===== config.mk =====
export PLATFORM = sky130hd
export DESIGN_NAME = pattern_row_writer_flat
export DESIGN_NICKNAME = d
export VERILOG_FILES = /design/src/rtl/pattern_row_writer_if.sv /design/src/rtl/pattern_row_writer.sv /design/src/flat_wrapper.sv
export SDC_FILE = /design/constraint.sdc
export NUM_CORES = 1
export LEC_CHECK = 0
export CAP_MARGIN = 15
export CELL_PAD_IN_SITES_DETAIL_PLACEMENT = 0
export CELL_PAD_IN_SITES_GLOBAL_PLACEMENT = 1
export CORE_MARGIN = 3
export CORE_UTILIZATION = 25
export CTS_CLUSTER_SIZE = 8
export DETAILED_ROUTE_END_ITERATION = 6
export PLACE_DENSITY_LB_ADDON = 0.1
export REMOVE_ABC_BUFFERS = 1
export SLEW_MARGIN = 30
export SYNTH_ARGS = -nofsm -noshare
export SYNTH_HDL_FRONTEND = slang
export SYNTH_SLANG_ARGS = --single-unit

===== constraint.sdc =====
create_clock -name clk_cam -period 3.1 [get_ports clk_cam]
set_input_delay 0.465 -clock clk_cam [delete_from_list [all_inputs] [get_ports clk_cam]]
set_output_delay 0.465 -clock clk_cam [all_outputs]
set_load 0.05 [all_outputs]

===== src/rtl/pattern_row_writer_if.sv =====
// Row-buffer write bus and memory-command handshake between the pattern
// writer (master) and the downstream row-buffer consumer (slave).
interface pattern_row_writer_if;
  logic [1:0]  buf_free;
  logic        command_ready;
  logic [9:0]  wr_addr;
  logic [31:0] wr_data;
  logic        wr_en_a;
  logic        wr_en_b;
  logic [1:0]  command_data;
  logic        command_valid;

  modport master (
    input  buf_free, command_ready,
    output wr_addr, wr_data, wr_en_a, wr_en_b, command_data, command_valid
  );

  modport slave (
    output buf_free, command_ready,
    input  wr_addr, wr_data, wr_en_a, wr_en_b, command_data, command_valid
  );
endinterface


===== src/rtl/pattern_row_writer.sv =====
// RGB565 8-bar test-frame writer into ping-pong row buffers with row/frame commands.
// Optional feature macro: PATTERN_ANIMATION_EN (bars scroll left one pixel per frame).
module pattern_row_writer #(
  parameter int FRAME_WIDTH  = 640,
  parameter int FRAME_HEIGHT = 480
) (
  input  logic                            clk_cam,
  input  logic                            reset,
  input  logic                            enable,
  pattern_row_writer_if.master            bus,
  output logic [$clog2(FRAME_HEIGHT)-1:0] row_index,
  output logic                            busy
);
  localparam int WORDS = FRAME_WIDTH / 2;
  localparam int BAR_W = FRAME_WIDTH / 8;
  localparam int PW    = (BAR_W > 1) ? $clog2(BAR_W) : 1;
  localparam int RW    = $clog2(FRAME_HEIGHT);

  localparam logic [9:0]    LAST_WORD = 10'(WORDS - 1);
  localparam logic [RW-1:0] LAST_ROW  = RW'(FRAME_HEIGHT - 1);
  localparam logic [PW-1:0] POS_LAST  = PW'(BAR_W - 1);
  localparam logic [PW-1:0] POS_WRAP  = PW'(BAR_W - 2);

  typedef enum logic [2:0] {
    IDLE      = 3'd0,
    WAIT_BUF  = 3'd1,
    FILL      = 3'd2,
    ROW_CMD   = 3'd3,
    FRAME_CMD = 3'd4
  } state_t;

  function automatic logic [15:0] bar_colour(input logic [2:0] bar);
    case (bar)
      3'd0:    return 16'hFFFF;
      3'd1:    return 16'hFFE0;
      3'd2:    return 16'h07FF;
      3'd3:    return 16'h07E0;
      3'd4:    return 16'hF81F;
      3'd5:    return 16'hF800;
      3'd6:    return 16'h001F;
      3'd7:    return 16'h0000;
      default: return 16'h0000;
    endcase
  endfunction

  state_t        state, state_n;
  logic          target, target_n;
  logic [2:0]    pix_bar, pix_bar_n;
  logic [PW-1:0] pix_pos, pix_pos_n;
  logic [RW-1:0] row_n;
  logic [9:0]    wr_addr_n;
  logic [31:0]   wr_data_n;
  logic          wr_en_a_n, wr_en_b_n;
  logic [1:0]    cmd_data_n;
  logic          cmd_valid_n;
  logic          emit;
  logic          frame_done;

  // Scroll offset kept as (bar, position-in-bar) so no divider is needed.
`ifdef PATTERN_ANIMATION_EN
  logic [2:0]    off_bar, off_bar_n;
  logic [PW-1:0] off_pos, off_pos_n;
`else
  logic [2:0]    off_bar;
  logic [PW-1:0] off_pos;
  assign off_bar = 3'd0;
  assign off_pos = '0;
`endif

  logic [2:0]    base_bar, adv_bar;
  logic [PW-1:0] base_pos, adv_pos;
  logic [31:0]   pair_data;

  // Pixel pair for the word about to be written and the position two columns on.
  always_comb begin
    if (state == FILL) begin
      base_bar = pix_bar;
      base_pos = pix_pos;
    end else begin
      base_bar = off_bar;
      base_pos = off_pos;
    end
    if (base_pos == POS_LAST) begin
      pair_data = {bar_colour(base_bar + 3'd1), bar_colour(base_bar)};
    end else begin
      pair_data = {bar_colour(base_bar), bar_colour(base_bar)};
    end
    if (base_pos >= POS_WRAP) begin
      adv_bar = base_bar + 3'd1;
      adv_pos = base_pos - POS_WRAP;
    end else begin
      adv_bar = base_bar;
      adv_pos = base_pos + PW'(2);
    end
  end

  // Next-state and next-output logic; outputs are registered from these.
  always_comb begin
    state_n     = state;
    target_n    = target;
    pix_bar_n   = pix_bar;
    pix_pos_n   = pix_pos;
    row_n       = row_index;
    wr_addr_n   = bus.wr_addr;
    wr_data_n   = bus.wr_data;
    wr_en_a_n   = 1'b0;
    wr_en_b_n   = 1'b0;
    cmd_data_n  = bus.command_data;
    cmd_valid_n = bus.command_valid;
    emit        = 1'b0;
    frame_done  = 1'b0;
    case (state)
      IDLE: begin
        row_n    = '0;
        target_n = 1'b0;
        if (enable) begin
          state_n = WAIT_BUF;
        end else begin
          state_n = IDLE;
        end
      end
      WAIT_BUF: begin
        if (bus.buf_free[target]) begin
          state_n   = FILL;
          wr_addr_n = 10'd0;
          emit      = 1'b1;
        end else begin
          state_n = WAIT_BUF;
        end
      end
      FILL: begin
        if (bus.wr_addr == LAST_WORD) begin
          state_n     = ROW_CMD;
          cmd_valid_n = 1'b1;
          cmd_data_n  = target ? 2'd2 : 2'd1;
        end else begin
          wr_addr_n = bus.wr_addr + 10'd1;
          emit      = 1'b1;
        end
      end
      ROW_CMD: begin
        if (bus.command_ready) begin
          target_n = ~target;
          if (row_index == LAST_ROW) begin
            state_n     = FRAME_CMD;
            cmd_valid_n = 1'b1;
            cmd_data_n  = 2'd3;
          end else begin
            state_n     = WAIT_BUF;
            row_n       = row_index + RW'(1);
            cmd_valid_n = 1'b0;
            cmd_data_n  = 2'd0;
          end
        end else begin
          state_n = ROW_CMD;
        end
      end
      FRAME_CMD: begin
        if (bus.command_ready) begin
          frame_done  = 1'b1;
          row_n       = '0;
          cmd_valid_n = 1'b0;
          cmd_data_n  = 2'd0;
          state_n     = enable ? WAIT_BUF : IDLE;
        end else begin
          state_n = FRAME_CMD;
        end
      end
      default: begin
        state_n     = IDLE;
        cmd_valid_n = 1'b0;
        cmd_data_n  = 2'd0;
      end
    endcase
    if (emit) begin
      wr_en_a_n = ~target;
      wr_en_b_n = target;
      wr_data_n = pair_data;
      pix_bar_n = adv_bar;
      pix_pos_n = adv_pos;
    end else begin
      wr_en_a_n = 1'b0;
      wr_en_b_n = 1'b0;
    end
  end

  // State, pixel counters and all registered outputs.
  always_ff @(posedge clk_cam or posedge reset) begin
    if (reset) begin
      state             <= IDLE;
      target            <= 1'b0;
      pix_bar           <= 3'd0;
      pix_pos           <= '0;
      row_index         <= '0;
      bus.wr_addr       <= 10'd0;
      bus.wr_data       <= 32'd0;
      bus.wr_en_a       <= 1'b0;
      bus.wr_en_b       <= 1'b0;
      bus.command_data  <= 2'd0;
      bus.command_valid <= 1'b0;
      busy              <= 1'b0;
    end else begin
      state             <= state_n;
      target            <= target_n;
      pix_bar           <= pix_bar_n;
      pix_pos           <= pix_pos_n;
      row_index         <= row_n;
      bus.wr_addr       <= wr_addr_n;
      bus.wr_data       <= wr_data_n;
      bus.wr_en_a       <= wr_en_a_n;
      bus.wr_en_b       <= wr_en_b_n;
      bus.command_data  <= cmd_data_n;
      bus.command_valid <= cmd_valid_n;
      busy              <= (state_n != IDLE);
    end
  end

`ifdef PATTERN_ANIMATION_EN
  // Advance the scroll offset by one column on each accepted frame end.
  always_comb begin
    off_bar_n = off_bar;
    off_pos_n = off_pos;
    if (frame_done) begin
      if (off_pos == POS_LAST) begin
        off_bar_n = off_bar + 3'd1;
        off_pos_n = '0;
      end else begin
        off_pos_n = off_pos + PW'(1);
      end
    end else begin
      off_pos_n = off_pos;
    end
  end

  // Scroll offset register.
  always_ff @(posedge clk_cam or posedge reset) begin
    if (reset) begin
      off_bar <= 3'd0;
      off_pos <= '0;
    end else begin
      off_bar <= off_bar_n;
      off_pos <= off_pos_n;
    end
  end
`endif
endmodule


===== src/flat_wrapper.sv =====
// flat-port wrapper written by rule: the top's interface ports become plain ports
module pattern_row_writer_flat 
#(
  parameter int FRAME_WIDTH  = 640,
  parameter int FRAME_HEIGHT = 480
)
  (clk_cam, reset, enable, row_index, busy, bus_buf_free, bus_command_ready, bus_wr_addr, bus_wr_data, bus_wr_en_a, bus_wr_en_b, bus_command_data, bus_command_valid);
  pattern_row_writer_if bus_i ();
  input  logic clk_cam;
  input  logic reset;
  input  logic enable;
  output logic [$clog2(FRAME_HEIGHT)-1:0] row_index;
  output logic busy;
  input wire logic [$bits(bus_i.buf_free)-1:0] bus_buf_free;
  input wire logic [$bits(bus_i.command_ready)-1:0] bus_command_ready;
  output wire logic [$bits(bus_i.wr_addr)-1:0] bus_wr_addr;
  output wire logic [$bits(bus_i.wr_data)-1:0] bus_wr_data;
  output wire logic [$bits(bus_i.wr_en_a)-1:0] bus_wr_en_a;
  output wire logic [$bits(bus_i.wr_en_b)-1:0] bus_wr_en_b;
  output wire logic [$bits(bus_i.command_data)-1:0] bus_command_data;
  output wire logic [$bits(bus_i.command_valid)-1:0] bus_command_valid;
  assign bus_i.buf_free = bus_buf_free;
  assign bus_i.command_ready = bus_command_ready;
  assign bus_wr_addr = bus_i.wr_addr;
  assign bus_wr_data = bus_i.wr_data;
  assign bus_wr_en_a = bus_i.wr_en_a;
  assign bus_wr_en_b = bus_i.wr_en_b;
  assign bus_command_data = bus_i.command_data;
  assign bus_command_valid = bus_i.command_valid;
  pattern_row_writer #(.FRAME_WIDTH(FRAME_WIDTH), .FRAME_HEIGHT(FRAME_HEIGHT)) u_core (.clk_cam(clk_cam), .reset(reset), .enable(enable), .bus(bus_i), .row_index(row_index), .busy(busy));
endmodule

==> results.py, run 1 <==
metrics = {
    "status": {
        "outcome": "finished, final reports clean",
    },
    "cells_and_area": {
        "drive_above_1_share_pct": 8.07,
        "finish.utilization_pct": 32.2,
        "area_delta_synth_final_pct": 24.4,
        "finalNetCount": 331,
        "diodes": 0,
        "final_cell_count_no_fill": 458,
    },
    "synthesis": {
        "yosysTopAreaCellShare_pct": 41.7,
        "synth_seq_cells": 45,
        "post_synth_num_cell_types": 54,
        "synth_most_common_cell": "dfrtp_1",
        "syn_area_per_cell_um2": 9.41,
        "yosysWarnings": 0,
        "synthTopCellsByCount": "45 x dfrtp_1, 26 x buf_4, 25 x nand2_1",
        "synth_flop_cell": "dfrtp_1",
        "yosysTopAreaCell": "dfrtp_1",
        "synth_edf_count": 0,
        "synth_area_um2": 2700,
        "synth_seq_area_share_pct": 41.7,
        "syn_inst": 287,
        "synth.area.top_cells": "dfrtp_1 42%, buf_4 7.2%, nand2_1 3.5%, nand3_1 2.8%, xnor2_1 2.6%",
        "async_flop_share_pct": 100,
    },
    "sta": {
        "max_freq_mhz": 406,
        "fin_skew_ns": 0.0118,
        "fin_crit_ns": 2.46,
        "setup_slack_ns": 0.639,
        "period_share_pct": 79.4,
        "rsz0062_at_grt": "no",
        "drv_slew": 0,
        "setup-violations-final": 0,
        "setup_tns_ns": 0,
        "relSlewSlack_pct": 44.1,
        "hold_viol_final": 0,
        "tightest_slew_ns": 0.835,
    },
    "drt": {
        "drt-met1-wl_um": 3630,
        "drc": 0,
        "highest_layer": "met4",
        "route.vias.total": 2155,
        "wl_met3_um": 243,
        "first_pass_iters": 4,
        "routedWlPerCell_um": 15.0,
        "wl_um": 6870,
        "first_iter_violations": 54,
        "viasPerCell": 4.71,
        "met2WireLength_um": 2930,
        "antenna_left": 0,
    },
    "clock_network": {
        "cts.path.max_buffers": 2,
        "numClockSinks": 45,
        "hold_buffers": 0,
        "cts-buffers-inserted": 5,
        "clock_latency_ns": 0.30,
        "cts-root-buf": "clkbuf_8",
        "cts_setup_buffers": 0,
        "clk_pin_slew_ns": 0.08,
        "postCtsResizedCells": 0,
        "htreeDepth": 2,
        "cts_tree": "yes",
    },
    "floorplanning": {
        "initial_utilization_pct": 25.9,
        "rows": 37,
        "io-pin-count": 63,
        "die_h_um": 110,
        "core-area_um2": 10400,
        "die_x_um": 110,
        "dieArea_um2": 12100,
    },
    "power": {
        "swShare_pct": 46.1,
        "p_switching_w": 0.00102,
        "pwr-share-comb_pct": 46.0,
        "irDropWorstVdd_mv": 0.277,
        "power_density_nw_per_um2": 660,
        "pwr-share-clk_pct": 16.3,
        "p_seq_share_pct": 37.7,
        "p_int_w": 0.00119,
        "power.leakage_nw": 1.32,
    },
    "critical_path": {
        "ff2ff_setup_slack_ns": 0.64,
        "crit_type": "reg2reg",
        "start_kind": "flop",
        "required_ns": 3.28,
        "crit_fanout": 19,
        "end_kind": "flop",
        "worstPathArrival_ns": 2.64,
    },
    "placement": {
        "place_hpwl_um": 4880,
        "dp_cells": 450,
        "preCtsSetupSlack_ns": 0.688,
        "port_buffers": 62,
        "routabilityCongestion": 0.744,
    },
    "grt": {
        "grt_max_degree": 46,
        "antenna_found_initial": 0,
        "overflow": 0,
        "grt_pass1_wl_um": 11300,
        "grt_pass1_vias": 2070,
        "track_usage_pct": 12.0,
    },
    "min_path": {
        "hold_path.class": "reg2reg",
    },
    "run": {
        "drv_cap": 0,
    },
}
## layout make-up
class / count / area (um^2)
Sequential cell: 45 / 1130
Timing Repair Buffer: 66 / 651
Multi-Input combinational cell: 196 / 1300
Tap cell: 136 / 170
Fill cell: 1094 / 7060
Clock buffer: 6 / 72.6
Clock inverter: 2 / 10.0
Inverter: 7 / 26.3
## stage by stage
step | total power (W) | cell area, um^2 | hold slack (ns)
floorplan | 0.00151 | 2450 | 0.450
global placement | 0.00189 | 3280 | 0.480
detailed placement | 0.00188 | 3280 | 0.486
CTS | 0.00225 | 3360 | 0.497
global route | 0.00238 | 3360 | 0.547
finish | 0.00222 | 3360 | 0.496
## worst paths after layout
path                                        start  cells after the start                   to
worst max register to register    u_core.state[0]                      7    u_core.pix_bar[0]
worst min register to register  u_core.pix_bar[2]                      1    u_core.pix_bar[2]
max in group asynchronous                   reset                      3    u_core.pix_bar[0]
worst min-delay path            u_core.pix_bar[2]                      1    u_core.pix_bar[2]
worst max-delay path              u_core.state[0]                      7    u_core.pix_bar[0]
min in group asynchronous                   reset                      3  u_core.row_index[6]
## cells by family after synthesis
| group | Yosys count | share of synthesized area (%) |
|---|---|---|
| AND/OR/NAND/NOR | 110 | 22.2 |
| AO/OA/AOI/OAI | 59 | 15.0 |
| buffers and inverters | 46 | 10.1 |
| flip-flops | 45 | 41.7 |
| multiplexers | 15 | 6.53 |
| XOR/XNOR | 8 | 2.60 |
| adder cells (fa/ha/maj) | 4 | 1.85 |
## critical path: stages, from the launching register on
cell and delay [ns]:
dfrtp_1 0.73, nor3b_2 0.14, and2_1 0.21, ha_1 0.25
a211oi_1 0.37, a21oi_1 0.19, a21boi_1 0.17, mux2_2 0.28
## layer usage
metal | vias up | track usage, %
li1 | 1083 | -
met1 | 1027 | 18.3
met2 | 41 | 16.9
met3 | 4 | 2.35
met4 | 0 | 3.21
met5 | - | 0
## power groups by stage
stage,clock network (W),logic [W],registers [W]
6_report,0.000362,0.00102,0.000835
5_1_grt,0.000413,0.00111,0.000860
4_1_cts,0.000386,0.00103,0.000835
3_5_place_dp,0,0.00103,0.000847
3_3_place_gp,0,0.00104,0.000848
2_1_floorplan,0,0.000438,0.00107
## flip-flops by register name, summed over array words and instances (netlist names)
| signal | flops |
|---|---|
| u_core.bus.wr_en_a | 1 |
| u_core.bus.command_valid | 1 |
| u_core.state | 3 |
| u_core.bus.wr_en_b | 1 |
| u_core.busy | 1 |
| u_core.pix_bar | 3 |
| u_core.pix_pos | 7 |
| u_core.target | 1 |
| u_core.row_index | 9 |
| u_core.bus.command_data | 2 |
| u_core.bus.wr_addr | 10 |
| u_core.bus.wr_data | 6 |
## placed cells by master (no fill, tap or decap), types with 2 or more instances in the layout
cell type        instances
nand3_1                 15
mux2_4                   4
buf_4                    4
nand2_1                 25
nand4_1                  5
and2_1                   7
nor3_1                  10
o21ai_0                 13
a2bb2oi_1                2
o31ai_1                  6
clkinv_2                 2
a211oi_1                 2
or2_2                    2
dfrtp_1                 45
nor2b_1                  4
o211ai_1                 6
nand4b_1                 3
clkbuf_8                 5
mux2_2                   5
nand2b_1                 3
clkdlybuf4s50_1         62
xnor2_1                  8
nor4_1                   3
a21oi_1                 10
or3_1                    5
or4_1                    3
inv_1                    6
o22ai_1                  2
a22o_1                   2
nor2_1                  14
a22oi_1                  2
a31oi_1                  3
and3_1                   3
ha_1                     4
mux2i_1                  6
Note: power is estimated with default switching activity, not from simulation.
==> run 2: changes to the inputs <==
Clock period 3.1 ns to 2.6 ns, I/O delays scaled along.
==> results.py, run 2 (synthesis results as in run 1) <==
metrics = {
    "clock_network": {
        "htreeDepth": 2,
        "numClockSinks": 45,
        "postCtsResizedCells": 0,
        "hold_buffers": 0,
        "cts_tree": "yes",
        "clk_pin_slew_ns": 0.09,
        "cts-root-buf": "clkbuf_8",
        "cts-buffers-inserted": 5,
        "cts_setup_buffers": 0,
        "cts.path.max_buffers": 2,
        "clock_latency_ns": 0.30,
    },
    "sta": {
        "period_share_pct": 83.8,
        "hold_viol_final": 0,
        "fin_crit_ns": 2.18,
        "rsz0062_at_grt": "no",
        "fin_skew_ns": 0.00593,
        "tightest_slew_ns": 0.516,
        "max_freq_mhz": 459,
        "timing.hold.ws_ns": 0.415,
        "relSlewSlack_pct": 64.7,
        "setup_tns_ns": 0,
        "drv_slew": 0,
        "setup-violations-final": 0,
    },
    "cells_and_area": {
        "largest_reg_flops": 10,
        "layout_common_cells": "62 x clkdlybuf4s50_1, 45 x dfrtp_1, 25 x nand2_1",
        "diodes": 0,
        "seq_area_um2": 1130,
        "fin_area_um2": 3450,
        "layout_commonest_cell": "clkdlybuf4s50_1",
        "finalNetCount": 339,
        "fill_cells": 1101,
        "largestRegisters": "u_core.bus.wr_addr x10, u_core.row_index x9, u_core.pix_pos x7",
        "drive_above_1_share_pct": 10.0,
        "largest_register": "u_core.bus.wr_addr",
        "area_delta_synth_final_pct": 27.7,
        "multiInputGateArea_um2": 1300,
    },
    "grt": {
        "overflow": 0,
        "grt_pass1_wl_um": 12000,
        "grt_max_degree": 29,
        "antenna_found_initial": 0,
        "track_usage_pct": 12.8,
        "grt_pass1_vias": 2198,
    },
    "critical_path": {
        "crit_slowest_cell": "or4b_1",
        "crit_type": "reg2reg",
        "crit_fanout": 6,
        "r2r_end": "u_core.bus.command_data[0]",
        "worstPathArrival_ns": 2.36,
        "crit_chain": "or4b_1 > o41ai_1 > o22ai_1 > mux2_2",
        "r2r_cells": 4,
        "critPathBufInv": 0,
        "cpPeakStageDelay_ns": 0.68,
        "r2r_start": "u_core.bus.wr_addr[7]",
        "required_ns": 2.78,
        "start_kind": "flop",
        "ff2ff_setup_slack_ns": 0.42,
        "end_kind": "flop",
        "critPathTopFamily": "simple AND/OR/NAND/NOR gates",
    },
    "floorplanning": {
        "die_x_um": 110,
        "core-area_um2": 10400,
        "rows": 37,
        "io-pin-count": 63,
        "die_h_um": 110,
        "initial_utilization_pct": 25.9,
        "dieArea_um2": 12100,
    },
    "drt": {
        "wl_um": 7250,
        "first_pass_iters": 4,
        "viasPerCell": 4.80,
        "first_iter_violations": 94,
        "routedWlPerCell_um": 15.6,
        "antenna_left": 0,
        "route.vias.total": 2234,
        "drc": 0,
    },
    "status": {
        "outcome": "finished, final reports clean",
    },
    "placement": {
        "place_hpwl_um": 5230,
        "port_buffers": 62,
        "routabilityCongestion": 0.775,
        "place_area_um2": 3360,
    },
    "run": {
        "drv_cap": 0,
    },
    "power": {
        "irDropWorstVdd_mv": 0.258,
        "power_density_nw_per_um2": 803,
        "power.leakage_nw": 1.36,
        "power.total_w": 0.00277,
    },
    "min_path": {
        "hold_path.class": "in2async",
    },
}
## run 2: cell count changes in the layout (fill, tap and decap cells not counted)
cell / previous run / this run
buf_4: 4 / 10
buf_12: 0 / 2
clkinv_2: 2 / 0
clkbuf_8: 5 / 6
## run 2: per-stage QoR
step / setup WS (ns) / util (%) / cells
floorplan: 0.0565 / - / 248
global placement: 0.384 / 32.3 / 458
detailed placement: 0.360 / 32.3 / 458
CTS: 0.396 / 33.1 / 465
global route: 0.251 / 33.1 / 465
finish: 0.422 / 33.1 / 465
## run 2: metal layers
layer  vias up  routed length [um]  global-route usage (%)
met3         7                 290                    2.35
met5         -                   0                       0
li1       1100                   -                       -
met4         0                  95                    3.47
met1      1075                3690                    18.8
met2        52                3180                    19.1
## run 2: area by class of cell
cell class | count | area share, %
well taps | 136 | 4.94
clock buffers | 7 | 2.50
inverters | 7 | 0.762
multi-input cells | 196 | 37.8
flip-flops and latches | 45 | 32.7
repair buffers | 74 | 21.3
## run 2: report_power, final
part | internal (W) | total, W | switching (W)
clock | 0.000212 | 0.000452 | 0.000240
sequential | 0.000809 | 0.000935 | 0.000126
combinational | 0.000502 | 0.00138 | 0.000878
total | 0.00152 | 0.00277 | 0.00124
## run 2: worst max-delay path by stage
stage	cells past startpoint	start	end	slack, ns
floorplan	1	u_core.bus.wr_data[10]	u_core.bus.wr_data[10]	0.06
global placement	5	bus_buf_free[1]	u_core.bus.wr_data[20]	0.38
detailed placement	5	bus_buf_free[1]	u_core.bus.wr_data[10]	0.36
CTS	4	u_core.bus.wr_addr[7]	u_core.bus.command_data[0]	0.40
global route	7	u_core.state[0]	u_core.pix_bar[0]	0.25
finish	4	u_core.bus.wr_addr[7]	u_core.bus.command_data[0]	0.42
